### config.mk
export PLATFORM = sky130hd
export DESIGN_NAME = mem_port_arbiter
export DESIGN_NICKNAME = d
export VERILOG_FILES = /design/src/rtl/mem_port_arbiter.sv
export SDC_FILE = /design/constraint.sdc
export NUM_CORES = 1
export LEC_CHECK = 0
export BUFFER_PORTS_ARGS = -buffer_cell sky130_fd_sc_hd__buf_2
export CAP_MARGIN = 20
export CORE_AREA = 3 3 291 293
export CTS_BUF_LIST = sky130_fd_sc_hd__clkbuf_16
export CTS_CLUSTER_SIZE = 28
export DETAILED_ROUTE_END_ITERATION = 6
export DIE_AREA = 0 0 294 296
export GPL_ROUTABILITY_DRIVEN = 1
export MAX_ROUTING_LAYER = met4
export SYNTH_ARGS = -nofsm -noshare
export SYNTH_HDL_FRONTEND = slang
export SYNTH_SLANG_ARGS = --single-unit
### constraint.sdc
create_clock -name clk -period 9.4 [get_ports clk]
set_clock_uncertainty 0.1 [all_clocks]
set_input_delay 1.41 -clock clk [delete_from_list [all_inputs] [get_ports clk]]
set_output_delay 1.41 -clock clk [all_outputs]
set_load 0.02 [all_outputs]
### src/rtl/mem_port_arbiter.sv
// Round-robin arbiter sharing one main-memory block port between the I-cache and D-cache.
// Grants are held until mem_ready; a RELEASE cycle forces a strobe-low gap between transactions.
module mem_port_arbiter #(
    parameter int ADDR_W = 28,
    parameter int DATA_W = 128,
    parameter int CNT_W  = 16
) (
    input  logic              clk,
    input  logic              proc_reset,
    input  logic              i_mem_read,
    input  logic [ADDR_W-1:0] i_mem_addr,
    output logic [DATA_W-1:0] i_mem_rdata,
    output logic              i_mem_ready,
    input  logic              d_mem_read,
    input  logic              d_mem_write,
    input  logic [ADDR_W-1:0] d_mem_addr,
    input  logic [DATA_W-1:0] d_mem_wdata,
    output logic [DATA_W-1:0] d_mem_rdata,
    output logic              d_mem_ready,
    output logic              mem_read,
    output logic              mem_write,
    output logic [ADDR_W-1:0] mem_addr,
    output logic [DATA_W-1:0] mem_wdata,
    input  logic [DATA_W-1:0] mem_rdata,
    input  logic              mem_ready,
    output logic [CNT_W-1:0]  conflict_cnt
);
    typedef enum logic [1:0] {IDLE, GRANT_I, GRANT_D, RELEASE} state_t;
    localparam logic GNT_I = 1'b0;
    localparam logic GNT_D = 1'b1;

    state_t            state;
    logic              last_grant;
    logic [DATA_W-1:0] rdata_hold;
    logic              req_i, req_d, gnt_i, gnt_d;

    assign req_i = i_mem_read;
    assign req_d = d_mem_read | d_mem_write;
    assign gnt_i = (state == GRANT_I);
    assign gnt_d = (state == GRANT_D);

    always_ff @(posedge clk or posedge proc_reset) begin
        if (proc_reset) begin
            state      <= IDLE;
            last_grant <= GNT_I;
            rdata_hold <= '0;
        end else begin
            case (state)
                IDLE: begin
                    if (req_i && req_d)
                        state <= (last_grant == GNT_D) ? GRANT_I : GRANT_D;
                    else if (req_i)
                        state <= GRANT_I;
                    else if (req_d)
                        state <= GRANT_D;
                end
                GRANT_I: begin
                    // a dropped request abandons the grant without a ready pulse
                    if (!req_i) begin
                        state <= RELEASE;
                    end else if (mem_ready) begin
                        rdata_hold <= mem_rdata;
                        last_grant <= GNT_I;
                        state      <= RELEASE;
                    end
                end
                GRANT_D: begin
                    if (!req_d) begin
                        state <= RELEASE;
                    end else if (mem_ready) begin
                        if (!d_mem_write)
                            rdata_hold <= mem_rdata;
                        last_grant <= GNT_D;
                        state      <= RELEASE;
                    end
                end
                default: state <= IDLE;
            endcase
        end
    end

    always_ff @(posedge clk or posedge proc_reset) begin
        if (proc_reset)
            conflict_cnt <= '0;
        else if (((gnt_i && req_d) || (gnt_d && req_i)) && (conflict_cnt != {CNT_W{1'b1}}))
            conflict_cnt <= conflict_cnt + {{(CNT_W-1){1'b0}}, 1'b1};
    end

    assign mem_read  = gnt_i | (gnt_d & ~d_mem_write);
    assign mem_write = gnt_d & d_mem_write;
    assign mem_addr  = gnt_i ? i_mem_addr : (gnt_d ? d_mem_addr : '0);
    assign mem_wdata = gnt_d ? d_mem_wdata : '0;

    assign i_mem_ready = gnt_i & req_i & mem_ready;
    assign d_mem_ready = gnt_d & req_d & mem_ready;
    // bypass in the ready cycle, then the hold register keeps the block stable
    assign i_mem_rdata = i_mem_ready ? mem_rdata : rdata_hold;
    assign d_mem_rdata = d_mem_ready ? mem_rdata : rdata_hold;
endmodule

==> Word-level counts from Yosys, hierarchy flattened <==
Cells that the tools add are included.
{ "op_classes": {"n_addsub": 1, "mul": 0, "div": 0, "magnitude_cmp": 0, "n_eq_ne": 9, "shift": 0, "muxes": 24, "bitwise_logic": 9, "reduce_logical": 9} }
{ "op_table": {"columns": ["operator", "count"], "rows": [
  ["two-way mux 128 bit", 8],
  ["one-hot mux 128 bit (2 select lines)", 1],
  ["two-way mux 28 bit", 2],
  ["adder 16 x 1 -> 16 bit, second input constant", 1],
  ["inequality test 16 bit, second input constant", 1],
  ["two-way mux 2 bit", 7],
  ["inequality test 2 bit, second input constant", 5],
  ["bitwise AND 1 bit", 6],
  ["one-hot mux 2 bit (3 select lines)", 1],
  ["AND reduction 6 bit", 1],
  ["AND reduction 5 bit", 1],
  ["logical AND 1 bit", 4],
  ["two-way mux 1 bit", 4],
  ["inequality test 4 bit, second input constant", 1],
  ["equality test 2 x 1 -> 1 bit, second input constant", 1],
  ["equality test 2 bit, second input constant", 1],
  ["logical NOT 2 bit", 1],
  ["bitwise OR 1 bit", 2],
  ["one-hot mux 1 bit (2 select lines)", 1],
  ["nonzero test 2 bit", 1],
  ["logical OR 1 bit", 1],
  ["inverter 1 bit", 1]
]} }
{ "totals": {"regBits": 147, "latch_bits": 0, "mem_bits_rw": 0, "mem_bits_ro": 0, "inputBits": 318, "out_inout_bits": 432, "wordCells": 56, "mem_count": 0} }

==> Longest topological paths before layout <==
Gate-level depths: netlist (run 1).
{ "logic_depth": {"depth_word": 5, "depth_mapped": 8, "ltp_nobuf": 5} }

==> Worst setup path before layout (run 1) <==
Ideal clock, no wire load.
{ "synth_timing": {"path_kind": "input-to-output", "from": "input d_mem_read", "to": "output d_mem_rdata[29]", "t_arrival_ns": 2.741, "t_required_ns": 7.890, "setup_slack_ns": 5.149, "stages": 6, "path_buffers": 3, "cell_sequence": "or2_2 > and3_1 > buf_2 > buf_2 > buf_2 > mux2_1"} }
{ "synth_between": {"elab_chain_cells": 4} }
{ "synth_lines": {"columns": ["element", "line_no", "rtl"], "rows": [
  ["from (decl)", "14", "input logic d_mem_read,"],
  ["bitwise OR 1 bit", "38", "assign req_d = d_mem_read | d_mem_write;"],
  ["bitwise AND 1 bit (2 in a row)", "95", "assign d_mem_ready = gnt_d & req_d & mem_ready;"],
  ["two-way mux 128 bit", "98", "assign d_mem_rdata = d_mem_ready ? mem_rdata : rdata_hold;"],
  ["to (decl)", "18", "output logic [DATA_W-1:0] d_mem_rdata,"]
]} }
Every way passes these cells.

==> Final worst setup path (run 1) <==
{ "layout_timing": {"from": "register state[1]", "to": "output d_mem_rdata[44]"} }
{ "layout_between": {"elab_chain_cells": 4} }
{ "layout_lines": {"columns": ["element", "line_no", "rtl"], "rows": [
  ["from (decl)", "32", "state_t state;"],
  ["from (signal assigned)", "51", "state <= (last_grant == GNT_D) ? GRANT_I : GRANT_D;"],
  ["equality test 2 bit", "40", "assign gnt_d = (state == GRANT_D);"],
  ["bitwise AND 1 bit (2 in a row)", "95", null],
  ["two-way mux 128 bit", "98", null]
]} }
Every way passes these cells.

==> metrics.yaml, run 1 <==
status:
  status: "finished, final reports clean"
synth:
  seq_area_frac_synth: 0.366
  synthCells: 829
  async_flop_share: 1.00
  synthSimpleGateAreaFrac: 0.107
  synthMuxAreaShare: 0.439
  synth-xor-area-share: 0.0131
  synth.largest_area_cell: "dfrtp_1"
  synthDistinctLibCells: 35
  yosys.area.top_type_share: 0.366
  avgSynthCellArea_um2: 12.1
  synth_edf_count: 0
  synth_area_mm2: 0.0101
  synth_nets: 1148
  synth-seq-cells: 147
  synth_top_cells_by_area: "dfrtp_1 37%, mux2_1 29%, mux2_2 12%"
  synthAdderAreaFrac: 0.00124
  ys.flop_type: "dfrtp_1"
  synth_compound_area_frac: 0.0309
  synth_top_family_by_area: "multiplexers"
  yosys_warnings: 0
critical_path:
  crit_end: "d_mem_rdata[44]"
  crit_path_end_kind: "primary output"
  arrival_ns: 3.89
  crit_path_max_fanout: 64
  worst_path_max_delay_cell: "nor2b_4"
  path_class: "flip-flop to primary output"
  reg2reg_to: "rdata_hold[101]"
  rr_worst_depth: 6
  max_stage_delay_ns: 0.76
  required_ns: 7.89
  reg2reg_slack_ns: 5.18
  critPathLaunch: "state[1]"
  regToRegStartpoint: "state[1]"
  setup.worst_path.start_class: "flip-flop"
  path_cells: "nor2b_4 -> and3_4 -> buf_4 -> mux2_2 -> buf_2"
cts:
  ctsHoldBuffers: 0
  h-tree-depth: 4
  cts_root_buffer: "clkbuf_16"
  post-cts-setup-buffer-count: 0
  ctsResizeCount: 0
  cts_max_path_buffers: 2
  cts_tree: "done"
  clk_latency_ns: 0.47
  cts_buffers: 17
  clkTransAtPathRegs_ns: 0.07
  cts.sinks: 147
finish:
  fillers: 9186
  ff_latch_area_mm2: 0.00368
  nets: 1859
  fin_cells: 2635
  syn2layout_area_growth_pct: 54.0
  multi_input_area_mm2: 0.00598
  drive_gt1_frac: 0.596
timing:
  rsz0062_at_grt: "false"
  max_freq_mhz: 185
  period_minus_slack_ns: 5.40
  finalSetupTns_ns: 0
  finalSetupViolations: 0
  period_share: 0.574
  layout_setup_ws_ns: 4.00
  hold_viol: 0
  tightest_slew_ns: 0.902
  slew_viol_final: 0
  slew_headroom: 0.399
power:
  power.internal_mw: 2.80
  switchingPower_mw: 3.07
  combPwrFrac: 0.676
  vdd_drop_max_uv: 136
  clockPowerShare: 0.124
  power_density_mw_per_mm2: 379
  p_sw_frac: 0.523
  power.leakage_nw: 7.66
  power_frac_seq: 0.200
floorplan:
  start_util: 0.122
  io_pins: 750
  die-width_um: 294
  std_cell_rows: 105
  fp.dieArea_mm2: 0.0870
  coreArea_mm2: 0.0821
  die_h_um: 296
global_route:
  grt_max_degree: 104
  antenna_found_initial: 18
  grt.overflow.total: 0
  track_usage: 0.141
  grt_pass1_wl_um: 81700
  grt_pass1_vias: 9629
routing:
  dr_total_vias: 9617
  drt_iter0_drc: 308
  dr.pass1.iters: 4
  avgRoutedWirePerCell_um: 23.7
  route.detailed.drc: 0
  vias_per_cell: 3.65
  wirelength_um: 62500
  drtAntennaViolNets: 0
place:
  place_inst: 2591
  routabilityCongestion: 0.886
  dp_hpwl_um: 54600
  dpl_worst_slack_ns: 3.98
  io_buffers: 749
worst_hold_path:
  hold_depth: 1
  hold_path_class: "flip-flop to flip-flop"
run:
  maxCapViolations: 0
[per-stage QoR]
step | hold WS, ns | power (mW) | utilization | area, um^2
final | 0.408 | 5.86 | 0.189 | 15500
after global routing | 0.418 | 6.23 | 0.189 | 15500
after CTS | 0.401 | 6.01 | 0.188 | 15500
after detailed placement | 0.391 | 5.24 | 0.181 | 14900
after global placement | 0.383 | 5.22 | 0.181 | 14900
after floorplan | 0.372 | 3.60 | - | 10100
[cell families after synthesis]
family	Yosys count
adders and majority gates	1
xor gates and xnor gates	15
DFF	147
and+or+nand+nor	174
AOI/OAI and AO/OA	37
buffers and inverters	70
muxes	385
[worst min path at each step]
| stage | startpoint | to | slack [ns] |
|---|---|---|---|
| 4_1_cts | conflict_cnt[15] | conflict_cnt[15] | 0.40 |
| 2_1_floorplan | rdata_hold[100] | rdata_hold[100] | 0.37 |
| 3_5_place_dp | conflict_cnt[15] | conflict_cnt[15] | 0.39 |
| 5_1_grt | conflict_cnt[15] | conflict_cnt[15] | 0.42 |
| 3_3_place_gp | rdata_hold[107] | rdata_hold[107] | 0.38 |
| 6_report | rdata_hold[94] | rdata_hold[94] | 0.41 |
[cell usage in the layout (no fill, tap or decap), drive strengths merged]
master and instances:
buf 760, mux2 385, dfrtp 147, and2 130
a22o 28, clkbuf 17, xor2 15, inv 13
diode 12, nand4 6, nor2 5, nor3 5
nor4 5, and3 5, nand3 4, nand2 3
nor4b 3, nor2b 3, o21ai 2, nor3b 2
bufinv 2, o21bai 2, a22oi 2, or2 1
a21o 1, and4 1, a21oi 1, o31a 1
nand2b 1, ha 1, clkinv 1, clkinvlp 1
[final cells by class]
| type | instances | share of cell area |
|---|---|---|
| Inverter | 2 | 0.000808 |
| Sequential cell | 147 | 0.237 |
| Antenna cell | 12 | 0.00194 |
| Tap cell | 1070 | 0.0864 |
| Timing Repair Buffer | 760 | 0.248 |
| Multi-Input combinational cell | 612 | 0.386 |
| Clock inverter | 15 | 0.0117 |
| Clock buffer | 17 | 0.0275 |
[flip-flops by register name (all words and copies together), names as in the netlist]
name          cells
state             2
rdata_hold      128
conflict_cnt     16
last_grant        1
[synth_stat cells (2+ instances only)]
library cell	n
a22o_1	28
a22oi_1	2
and2_1	130
and3_1	5
buf_2	20
buf_4	14
buf_6	13
clkbuf_1	20
dfrtp_1	147
inv_1	2
mux2_1	260
mux2_2	105
mux2_4	20
nand2_1	3
nand3_1	4
nand4_1	6
nor2_1	5
nor2b_1	3
nor3_1	5
nor3b_1	2
nor4_1	4
nor4b_1	3
o21ai_0	2
xor2_1	15
[worst max-delay path: cells and delay by family (launching register included)]
family | cells | cell delay, ns
simple gates | 2 | 1.49
buf+inv | 2 | 0.88
flops | 1 | 0.47
mux | 1 | 0.42
[power groups by stage]
stage	combinational [mW]	clock, mW	sequential [mW]
after global placement	4.04	0	1.18
after detailed placement	4.06	0	1.18
final	3.96	0.726	1.17
after global routing	4.23	0.787	1.22
after floorplan	2.50	0	1.11
after CTS	4.07	0.766	1.17
[layer usage]
metal / share of wire / up-vias / wire length, um / global-route usage
met4: 0.047 / 0 / 2950 / 0.0549
met3: 0.069 / 61 / 4290 / 0.0395
met5: 0 / - / 0 / -
met2: 0.52 / 468 / 32400 / 0.255
li1: - / 4423 / - / -
met1: 0.37 / 4665 / 22900 / 0.145
No activity file was read; power rests on OpenSTA's default activity.
==> run 2: changes to the inputs <==
--- a/config.mk
+++ b/config.mk
@@ -5,13 +5,14 @@
 export SDC_FILE = /design/constraint.sdc
 export NUM_CORES = 1
 export LEC_CHECK = 0
+export ABC_AREA = 1
 export BUFFER_PORTS_ARGS = -buffer_cell sky130_fd_sc_hd__buf_2
 export CAP_MARGIN = 20
-export CORE_AREA = 3 3 291 293
+export CORE_AREA = 3 3 288 290
 export CTS_BUF_LIST = sky130_fd_sc_hd__clkbuf_16
 export CTS_CLUSTER_SIZE = 28
 export DETAILED_ROUTE_END_ITERATION = 6
-export DIE_AREA = 0 0 294 296
+export DIE_AREA = 0 0 291 293
 export GPL_ROUTABILITY_DRIVEN = 1
 export MAX_ROUTING_LAYER = met4
 export SYNTH_ARGS = -nofsm -noshare
==> constraint.sdc (replaced) <==
create_clock -name clk -period 5.6 [get_ports clk]
set_clock_uncertainty 0.1 [all_clocks]
set_input_delay 0.84 -clock clk [delete_from_list [all_inputs] [get_ports clk]]
set_output_delay 0.84 -clock clk [all_outputs]
set_load 0.02 [all_outputs]
==> metrics.yaml, run 2 <==
status:
  status: "finished, final reports clean"
timing:
  max_freq_mhz: 206
  rsz0062_at_grt: "false"
  hold_viol: 0  # unchanged
  finalSetupViolations: 0  # unchanged
  period_share: 0.865
  slew_headroom: 0.326  # -0.0726
  tightest_slew_ns: 1.01  # +0.109 ns
  finalSetupTns_ns: 0  # unchanged
  period_minus_slack_ns: 4.84
  slew_viol_final: 0  # unchanged
synth:
  synth_area_mm2: 0.00986  # -2.0%
  yosys.area.top_type_share: 0.373  # +0.00729
  seq_area_frac_synth: 0.373  # +0.00729
  netlist_top_cells_count: "454 x nand2_1, 277 x inv_1, 272 x o21ai_0"
  avgSynthCellArea_um2: 6.23  # -49%
  synth_nets: 1903  # +66%
  synthDistinctLibCells: 23  # -34%
  synth_top_cells_by_area: "dfrtp_1 37%, nand2_1 17%, o21ai_0 14%"
  synth-seq-cells: 147  # unchanged
  synth.largest_area_cell: "dfrtp_1"
  async_flop_share: 1.00  # unchanged
  yosys.cell_count.top_type: "nand2_1"
  ys.flop_type: "dfrtp_1"
  yosys_warnings: 0  # unchanged
  synth_edf_count: 0  # unchanged
  synthCells: 1584  # +91%
worst_hold_path:
  hold_path_class: "input pin to asynchronous set/reset pin"
routing:
  wirelength_um: 73200  # +17%
  vias_per_cell: 3.88  # +6.2%
  drt_iter0_drc: 639  # +110%
  avgRoutedWirePerCell_um: 22.0  # -7.5%
  dr.pass1.iters: 6  # +2
  route.detailed.drc: 0  # unchanged
  drtAntennaViolNets: 0  # unchanged
  dr_total_vias: 12900  # +34%
cts:
  clkTransAtPathRegs_ns: 0.07  # about the same
  cts_root_buffer: "clkbuf_16"
  cts.sinks: 147  # unchanged
  cts_tree: "done"
  post-cts-setup-buffer-count: 0  # unchanged
  clk_latency_ns: 0.47  # about the same
  h-tree-depth: 4  # unchanged
  ctsHoldBuffers: 0  # unchanged
  cts_max_path_buffers: 2  # unchanged
  ctsResizeCount: 0  # unchanged
  cts_buffers: 17  # unchanged
global_route:
  grt_pass1_vias: 12200  # +27%
  grt_max_degree: 135  # +30%
  antenna_found_initial: 27  # +9
  track_usage: 0.171  # +0.0299
  use_met1: 0.168  # +0.0228
  gr-usage-met2: 0.310  # +0.0546
  grt.overflow.total: 0  # unchanged
  grt_pass1_wl_um: 98100  # +20%
  grt_busiest_layer: "met2"
  gr-usage-met3: 0.0355  # -0.00402
place:
  routabilityCongestion: 0.957  # +8.0%
  io_buffers: 749  # unchanged
  dp_hpwl_um: 63000  # +15%
  placed_area_mm2: 0.0147  # -1.2%
floorplan:
  fp.dieArea_mm2: 0.0853  # -2.0%
  die_h_um: 293  # -1.0%
  std_cell_rows: 104  # -0.95%
  coreArea_mm2: 0.0805  # -1.9%
  die-width_um: 291  # -1.0%
  start_util: 0.122  # about the same
  io_pins: 750  # unchanged
power:
  power_frac_seq: 0.205  # +0.005
  power.internal_mw: 3.96  # +42%
  p_total_mw: 9.54  # +63%
  power_density_mw_per_mm2: 625  # +65%
  vdd_drop_max_uv: 307  # +130%
  switchingPower_mw: 5.58  # +82%
  p_sw_frac: 0.585  # +0.0619
  clockPowerShare: 0.126  # +0.002
  power.leakage_nw: 9.09  # +19%
  combPwrFrac: 0.669  # -0.007
finish:
  final_cell_mix: "749 x buf_2, 454 x nand2_1, 277 x inv_1"
  syn2layout_area_growth_pct: 54.8
  ff_latch_area_mm2: 0.00368  # unchanged
  design_area_mm2: 0.0153  # -1.5%
  multi_input_area_mm2: 0.00471  # -21%
  regMostFlops: "rdata_hold"
  final_common_cell: "buf_2"
  reg.largest.list: "rdata_hold (128), conflict_cnt (16), state (2)"
  fillers: 9297  # +1.2%
  largest_register_ffs: 128  # unchanged
  drive_gt1_frac: 0.353  # -0.244
  nets: 2576  # +39%
  fin_util: 0.189  # +0.000864
critical_path:
  crit_buf_inv: 4  # +2
  required_ns: 4.66  # -3.23 ns
  critPathTopFamily: "buffers and inverters"
  setup.worst_path.start_class: "flip-flop"
  arrival_ns: 3.90  # about the same
  regToRegStartpoint: "state[1]"
  max_stage_delay_ns: 0.83  # +0.07 ns
  crit_path_end_kind: "primary output"
  crit_path_max_fanout: 112  # +75%
  worst_path_max_delay_cell: "o21ai_0"
  rr_worst_depth: 9  # +3
  path_class: "flip-flop to primary output"
  reg2reg_to: "rdata_hold[61]"
  reg2reg_slack_ns: 1.70  # -3.48 ns
  path_cells: "inv_2 -> nand2_4 -> inv_2 -> nand3_4 -> buf_12 -> o21ai_0 -> buf_2"
  crit_top_cell: "inv_2"
run:
  maxCapViolations: 0  # unchanged
## run 2: cell count changes in the layout (fill, tap and decap cells not counted), moves of 5 or more
cell     previous run  this run
o21ai_0             2       271
diode_2            12         6
mux2_1            260         0
and2_1            130         0
mux2_2            105         0
nand2_1             3       454
xnor2_1             0         6
nor3_1              5         0
xor2_1             15         2
mux2_4             20         0
inv_1               1       277
nor2_1              5       145
o21ai_1             0       122
## run 2: final cells by class
class	count	share of cell area
sequential	147	0.241
timing repair buffer	760	0.255
inverter	280	0.0692
clock buffer	17	0.0279
antenna	6	0.000984
multi-input combinational	1051	0.309
clock inverter	14	0.0102
tap	1060	0.0869
## run 2: cell families (layout without fill, tap and decap cells)
logic type | count (synthesis) | count (layout) | synth area share
and+or+nand+nor | 615 | 615 | 0.237
buffers and inverters | 386 | 1071 | 0.153
adders and majority gates | 1 | 1 | 0.00127
AOI/OAI and AO/OA | 427 | 427 | 0.228
xor gates and xnor gates | 8 | 8 | 0.00711
DFF | 147 | 147 | 0.373
other | 0 | 6 | 0
## run 2: worst reg2reg max path: cells and delay by family (launching register included)
| kind | cells | cell delay (ns) |
|---|---|---|
| AOI/OAI and AO/OA | 2 | 0.38 |
| and+or+nand+nor | 4 | 1.28 |
| buffers and inverters | 3 | 1.60 |
| DFF | 1 | 0.45 |
## run 2: worst max path at each step
stage,start,slack (ns),end,cells after the start
final,state[0],0.76,d_mem_rdata[124],7
after floorplan,proc_reset,0.71,conflict_cnt[0],1
after CTS,state[0],0.64,d_mem_rdata[124],7
after global placement,state[0],0.86,d_mem_rdata[4],7
after global routing,state[1],0.49,d_mem_rdata[124],6
after detailed placement,state[0],1.20,d_mem_rdata[124],7
## run 2: routing by layer
metal  vias up  part of all wire  wire (um)
met5         -                 0          0
met3       139             0.062       4540
met4         0             0.069       5050
met2       651              0.52      37900
met1      5912              0.35      25700
li1       6225                 -          -
## run 2: power by group through the flow
stage	registers [mW]	logic [mW]	clock network (mW)
5_1_grt	2.02	6.88	1.29
3_5_place_dp	1.95	6.50	0
2_1_floorplan	1.82	3.75	0
4_1_cts	1.95	6.51	1.26
3_3_place_gp	1.96	6.49	0
6_report	1.96	6.38	1.20
## run 2: through the flow
step / hold WS (ns) / std cells / worst slack, ns
2_1_floorplan: 0.375 / 1584 / 0.709
3_3_place_gp: 0.394 / 3297 / 0.858
3_5_place_dp: 0.401 / 3298 / 1.20
4_1_cts: 0.348 / 3329 / 0.643
5_1_grt: 0.376 / 3335 / 0.486
6_report: 0.366 / 3335 / 0.757
